===== src/rtl/aes_round_ctrl.sv =====
// rtl/aes_round_ctrl.sv - AES-128 round sequencer: start handshake, SBOX latency wait, mux selects, key step and rcon.
// Optional abort input is enabled by defining AES_ROUND_CTRL_ABORT_EN.
module aes_round_ctrl #(
  parameter int NR       = 10,
  parameter int SBOX_LAT = 1
) (
  input  logic       clk,
  input  logic       rst,
`ifdef AES_ROUND_CTRL_ABORT_EN
  input  logic       abort,
`endif
  input  logic       in_valid,
  output logic       in_ready,
  output logic       out_valid,
  input  logic       out_ready,
  output logic       busy,
  output logic       st_load,
  output logic [1:0] st_sel,
  output logic       key_load,
  output logic       key_step,
  output logic [7:0] rcon,
  output logic [3:0] round
);

  typedef enum logic [2:0] {
    S_IDLE,
    S_INIT,
    S_SUB,
    S_MIX,
    S_DONE
  } state_t;

  localparam logic [3:0] NR_L     = 4'(NR);
  localparam logic [1:0] LAT_LAST = 2'(SBOX_LAT - 1);

  state_t     r_state;
  logic [3:0] r_round;
  logic [1:0] r_lat;
  logic [7:0] r_rc;
  logic       r_busy;
  logic       r_out_valid;
  logic       r_st_load;
  logic [1:0] r_st_sel;
  logic       r_key_load;
  logic       r_key_step;
  logic [7:0] r_rcon;

  logic       w_abort;
  logic       w_accept;
  logic       w_last_round;
  logic [7:0] w_xtime;

`ifdef AES_ROUND_CTRL_ABORT_EN
  assign w_abort = abort;
`else
  assign w_abort = 1'b0;
`endif

  // In DONE the next block may be taken in the same cycle the result is consumed.
  assign in_ready     = ~r_busy | (r_out_valid & out_ready & ~w_abort);
  assign w_accept     = in_valid & in_ready;
  assign w_last_round = (r_round == NR_L);
  assign w_xtime      = {r_rc[6:0], 1'b0} ^ (r_rc[7] ? 8'h1B : 8'h00);

  always_ff @(posedge clk) begin
    if (rst) begin
      r_state     <= S_IDLE;
      r_round     <= 4'd0;
      r_lat       <= 2'd0;
      r_rc        <= 8'h01;
      r_busy      <= 1'b0;
      r_out_valid <= 1'b0;
      r_st_load   <= 1'b0;
      r_st_sel    <= 2'd0;
      r_key_load  <= 1'b0;
      r_key_step  <= 1'b0;
      r_rcon      <= 8'h00;
    end else begin
      r_st_load  <= 1'b0;
      r_st_sel   <= 2'd0;
      r_key_load <= 1'b0;
      r_key_step <= 1'b0;
      r_rcon     <= 8'h00;
      if (w_abort && r_state != S_IDLE) begin
        r_state     <= S_IDLE;
        r_round     <= 4'd0;
        r_lat       <= 2'd0;
        r_busy      <= 1'b0;
        r_out_valid <= 1'b0;
      end else begin
        case (r_state)
          S_IDLE, S_DONE: begin
            if (w_accept) begin
              r_state     <= S_INIT;
              r_busy      <= 1'b1;
              r_out_valid <= 1'b0;
              r_round     <= 4'd0;
              r_rc        <= 8'h01;
              r_st_load   <= 1'b1;
              r_st_sel    <= 2'd0;
              r_key_load  <= 1'b1;
            end else if (r_state == S_DONE && out_ready) begin
              r_state     <= S_IDLE;
              r_busy      <= 1'b0;
              r_out_valid <= 1'b0;
              r_round     <= 4'd0;
            end
          end
          S_INIT: begin
            r_state    <= S_SUB;
            r_round    <= 4'd1;
            r_lat      <= 2'd0;
            r_key_step <= 1'b1;
            r_rcon     <= r_rc;
            r_rc       <= w_xtime;
          end
          S_SUB: begin
            if (r_lat == LAT_LAST) begin
              r_state   <= S_MIX;
              r_st_load <= 1'b1;
              r_st_sel  <= w_last_round ? 2'd2 : 2'd1;
            end else begin
              r_lat <= r_lat + 2'd1;
            end
          end
          S_MIX: begin
            if (w_last_round) begin
              r_state     <= S_DONE;
              r_out_valid <= 1'b1;
            end else begin
              // key_step leads the MIX that uses the new key by SBOX_LAT cycles.
              r_state    <= S_SUB;
              r_round    <= r_round + 4'd1;
              r_lat      <= 2'd0;
              r_key_step <= 1'b1;
              r_rcon     <= r_rc;
              r_rc       <= w_xtime;
            end
          end
          default: begin
            r_state <= S_IDLE;
            r_busy  <= 1'b0;
          end
        endcase
      end
    end
  end

  assign busy      = r_busy;
  assign out_valid = r_out_valid;
  assign st_sel    = r_st_sel;
  assign key_load  = r_key_load;
  assign round     = r_round;

`ifdef AES_ROUND_CTRL_ABORT_EN
  // Suppress state/key updates in the cycle an abort is requested.
  assign st_load  = r_st_load & ~abort;
  assign key_step = r_key_step & ~abort;
  assign rcon     = r_rcon & {8{~abort}};
`else
  assign st_load  = r_st_load;
  assign key_step = r_key_step;
  assign rcon     = r_rcon;
`endif

endmodule


===== config.mk =====
export PLATFORM = sky130hd
export DESIGN_NAME = aes_round_ctrl
export DESIGN_NICKNAME = d
export VERILOG_FILES = /design/src/rtl/aes_round_ctrl.sv
export SDC_FILE = /design/constraint.sdc
export NUM_CORES = 1
export LEC_CHECK = 0
export ABC_CLOCK_PERIOD_IN_PS = 3700
export CAP_MARGIN = 40
export CORE_ASPECT_RATIO = 0.5
export CORE_MARGIN = 5
export CORE_UTILIZATION = 35
export CTS_CLUSTER_SIZE = 30
export DETAILED_ROUTE_END_ITERATION = 10
export GPL_TIMING_DRIVEN = 0
export PLACE_DENSITY = 0.54
export SYNTH_ARGS = -nofsm -noshare
export SYNTH_HDL_FRONTEND = slang
export SYNTH_SLANG_ARGS = --single-unit

===== constraint.sdc =====
create_clock -name clk -period 3.7 [get_ports clk]
set_input_delay 1.11 -clock clk [delete_from_list [all_inputs] [get_ports clk]]
set_output_delay 1.11 -clock clk [all_outputs]
set_load 0.005 [all_outputs]

* Word level (Yosys, flattened, before mapping)
Cells that the tools add are included.
** Word-level totals
- Register bits after elaboration :: 32
- Logic and storage cells :: 79
- Input bits :: 4
- Output and inout port bits :: 20
** Operators by class
- Muxes and demuxes :: 30
- Bitwise logic cells :: 9
- $add $sub $neg :: 2
- Equal/unequal tests :: 11
- Reduce and logical (&&, ||, !) cells :: 16
** Operators by type and width (number)
- $mux 8 :: 3
- $pmux 8 s3 :: 1
- $pmux 8 s2 :: 1
- $mux 3 :: 4
- $mux 4 :: 3
- $pmux 3 s4 :: 1
- $pmux 4 s3 :: 1
- $reduce_and 3->1 :: 4
- $ne 2x2->1 const B :: 5
- $pmux 1 s2 :: 4
- $xor 8x5->8 :: 1
- $mux 1 :: 7
- $eq 3x2->1 const B :: 2
- $mux 2 :: 3
- $pmux 2 s3 :: 1
- $reduce_bool 3->1 :: 2
- $reduce_or 3->1 :: 2
- $mux 5 :: 1
- $not 1->1 :: 5
- $add 4x1->4 const B :: 1
- $eq 4x4->1 const B :: 1
- $reduce_and 2->1 :: 2
- $reduce_or 2->1 :: 2
- $eq 3x1->1 const B :: 1
- other kinds (9) :: 10

* Logic depth before layout (Yosys ltp)
- Depth in word-level cells :: 5
- Mapped depth :: 6
- Gate-level depth less buffers :: 6

* Worst setup path before layout
OpenSTA, ideal clock, no wires.
- Path kind :: input -> output
- Start point :: in out_ready
- End point :: out in_ready
- Slack :: 1.043 ns
- Required time :: 2.590 ns
- Buffers on the path :: 0
- Arrival time :: 1.547 ns
- Cell stages on the path :: 2
- Cells stage by stage :: a21boi_0 -> inv_1
** Between the ends
- Cells in the longest elaborated chain, start to end :: 2
** RTL lines
- start: declaration :: RTL line 15 : input logic out_ready,
- $and 1x1->1 :: RTL line 60 : assign in_ready = ~r_busy | (r_out_valid & out_ready & ~w_abort);
- $or 1x1->1 :: RTL line 60
- end: declaration :: RTL line 13 : output logic in_ready,
No other way between the ends.

* Final worst setup path
Same ends and word-level chain as after synthesis.

==> run_results.csv <==
group,metric,value,unit
status,status,"finished clean",
sta,slew_viol_final,0,
synth,synth.largest_area_cell,"dfxtp_1",
synth,synth_most_common_cell,"dfxtp_1",
clock_tree,cts_tree,"built",
synth,syn_nets,137,
synth,synth_mux_area_share,0,%
synth,synth_top_family_by_area,"simple AND/OR/NAND/NOR gates",
clock_tree,cts_buffers,5,
final_layout,layout.nets,167,
clock_tree,root_buffer,"clkbuf_8",
synth,synth_cell_types,35,
sta,tightest_slew,0.482,ns
clock_tree,clk_latency,0.27,ns
pwr,clkPwrFrac,41.7,%
pwr,seq_power_share,46.7,%
route,wire_per_inst,12.3,µm
placement,gp_congestion,0.815,
synth,synth-edff-count,0,
route,totalWireLength,2.60,mm
pwr,power.internal,0.600,mW
route,first_iter_violations,30,
synth,synth.yosys.warnings,0,
placement,dp_slack,0.0536,ns
floorplan,die_w,95.1,µm
clock_tree,post_cts_buffers,0,
pwr,peakVddDrop,0.000184,V
synth,synth-compound-area-share,14.8,%
synth,synth_area,1270,µm²
sta,tns,0,ns
clock_tree,cts_sinks,32,
pwr,power_frac_comb,11.6,%
floorplan,die_area,5000,µm²
synth,synthTopCellsByCount,"dfxtp_1 (32), nor2_1 (12), and2_1 (8)",
pwr,switching_power,0.180,mW
sta,setup_ws,0.172,ns
grt,grt_first_pass_wirelength,4.33,mm
grt,grt-ovfl-total,0,
critical_path,worstPathRequired,2.59,ns
critical_path,cp-end-kind,"output port",
pwr,power_density,467,nW/µm²
sta,slew_headroom,67.9,%
clock_tree,cts_htree_levels,2,
synth,ys.flop_type,"dfxtp_1",
floorplan,core_area,3450,µm²
hold_path,hold_path_class,"reg -> reg",
sta,hold_viol,0,
floorplan,start_util,36.7,%
pwr,p_sw_share,23.1,%
placement,dp_hpwl,1.90,mm
route,drt_pass1_iterations,4,
final_layout,drive_gt1_share,9.94,%
final_layout,multi_input_area,571,µm²
synth,synthArstFlopShare,0,%
placement,portBuffers,23,
sta,finalClockSkew,0.00484,ns
synth,synth_fa_ha_area_share,2.96,%
synth,synth_top_cell_area_share,50.5,%
critical_path,start_kind,"primary input",
final_layout,nFillCells,342,
synth,synth-seq-cells,32,
grt,grt_max_degree,11,
final_layout,syn2layout_area_growth,31.7,%
floorplan,rows,15,
sta,finalSetupViolations,0,
final_layout,n_antenna_cell,0,
critical_path,worstPathArrival,2.42,ns
synth,synthXorXnorAreaFrac,2.76,%
sta,fin_crit,3.53,ns
synth,yosys.area_share.simple,24.5,%
grt,grt_pass1_vias,881,
clock_tree,clk_path_buf_depth,2,
sta,fmax,283,MHz
synth,postSynthAreaPerCell,9.75,µm²
sta,fin_crit_sh,95.4,%
synth,synth_area_leaders,"dfxtp_1 (51%), a22o_1 (4.8%), and2_1 (3.9%), nor2_1 (3.6%), ha_1 (3.0%)",
grt,grt_antenna_before_repair,0,
synth,ys_seq_area_share,50.5,%
floorplan,pin_count,24,
job,cap_violations,0,
route,drc,0,
final_layout,regArea,641,µm²
sta,rsz0062_at_grt,"no",
route,ant_nets,0,
pwr,leakage,0.651,nW
synth,syn_inst,130,
critical_path,path_class,"in -> out",
clock_tree,path_clk_slew,0.07,ns
grt,grt_usage,11.5,%
critical_path,critPathMaxFanout,3,
route,routed_via_density,4.75,
floorplan,die_h,52.6,µm
route,vias,1007,
-- final timing paths --
check / slack (ns) / to / start / depth (start not counted)
worst max-delay path: 0.17 / in_ready / out_ready / 4
worst min-delay path: 0.47 / r_lat[1]$_SDFFE_PP0P_ / r_lat[1]$_SDFFE_PP0P_ / 2
worst max register to register: 1.78 / round[2]$_SDFFE_PP0P_ / round[0]$_SDFFE_PP0P_ / 6
worst min register to register: 0.47 / r_lat[1]$_SDFFE_PP0P_ / r_lat[1]$_SDFFE_PP0P_ / 2
-- cells by family after synthesis --
family / count (synthesis)
fa+ha+maj: 3
flops: 32
simple gates: 54
buf+inv: 13
compound gates: 24
xor+xnor: 4
-- worst max-delay path, stage by stage --
cell,delay (ns)
clkdlybuf4s50_1,0.46
a21boi_1,0.29
inv_1,0.10
clkdlybuf4s50_1,0.46
-- metrics by stage --
step,std cells,area [µm²],power [mW],util (%),hold WS (ns)
after floorplan,130,1270,0.426,-,0.444
after global placement,204,1560,0.462,45.2,0.455
after detailed placement,204,1560,0.463,45.2,0.467
after CTS,212,1670,0.788,48.3,0.476
after global routing,212,1670,0.820,48.3,0.498
final,212,1670,0.780,48.3,0.467
-- sequential cells by signal, indices dropped and copies added (netlist names) --
name       count
busy           1
key_load       1
key_step       1
out_valid      1
r_lat          2
r_rc           8
r_state        3
rcon           8
round          4
st_load        1
st_sel         2
-- power by group through the flow --
stage | Combinational (mW) | Sequential (mW) | Clock, mW
4_1_cts | 0.0914 | 0.364 | 0.332
5_1_grt | 0.0996 | 0.366 | 0.355
3_3_place_gp | 0.0900 | 0.372 | 0
2_1_floorplan | 0.0542 | 0.372 | 0
6_report | 0.0907 | 0.364 | 0.325
3_5_place_dp | 0.0910 | 0.372 | 0
-- cell type report --
| cell class | instances | area share [%] |
|---|---|---|
| plain buffers | 6 | 1.80 |
| clock buffers | 6 | 4.35 |
| clock inverters | 2 | 2.10 |
| inverters | 7 | 1.57 |
| multi-input cells | 85 | 34.2 |
| flip-flops and latches | 32 | 38.4 |
| well taps | 51 | 3.82 |
| repair buffers | 23 | 13.8 |
-- placed cells by master, fill, tap and decap left out, types with 2 or more instances in the layout --
cell / count
a21oi_1: 7
a22o_1: 7
and2_1: 8
buf_2: 3
clkbuf_1: 2
clkbuf_8: 5
clkdlybuf4s50_1: 23
dfxtp_1: 32
ha_1: 3
inv_1: 7
nand2_1: 6
nand2b_1: 4
nand3_1: 5
nand4_1: 5
nor2_1: 12
nor3_1: 3
nor4b_1: 2
o21ai_0: 4
xor2_1: 3
-- routing by layer --
metal  part of all wire, %  routed length, µm  global-route usage [%]  vias up
li1                      -                  -                       -      516
met1                    51               1340                    16.1      472
met2                    44               1140                    16.2       17
met3                   4.4                115                    4.73        2
met4                  0.38                 10                    2.87        0
met5                     0                  0                       0        -
-- what timing repair did --
action / CTS / global route
hold endpoints to repair: 0 / 0
endpoints found under the setup margin: 0 / 1
gates resized for setup: 0 / 1
hold buffers: 0 / 0
(Power assumes the default switching activity.)
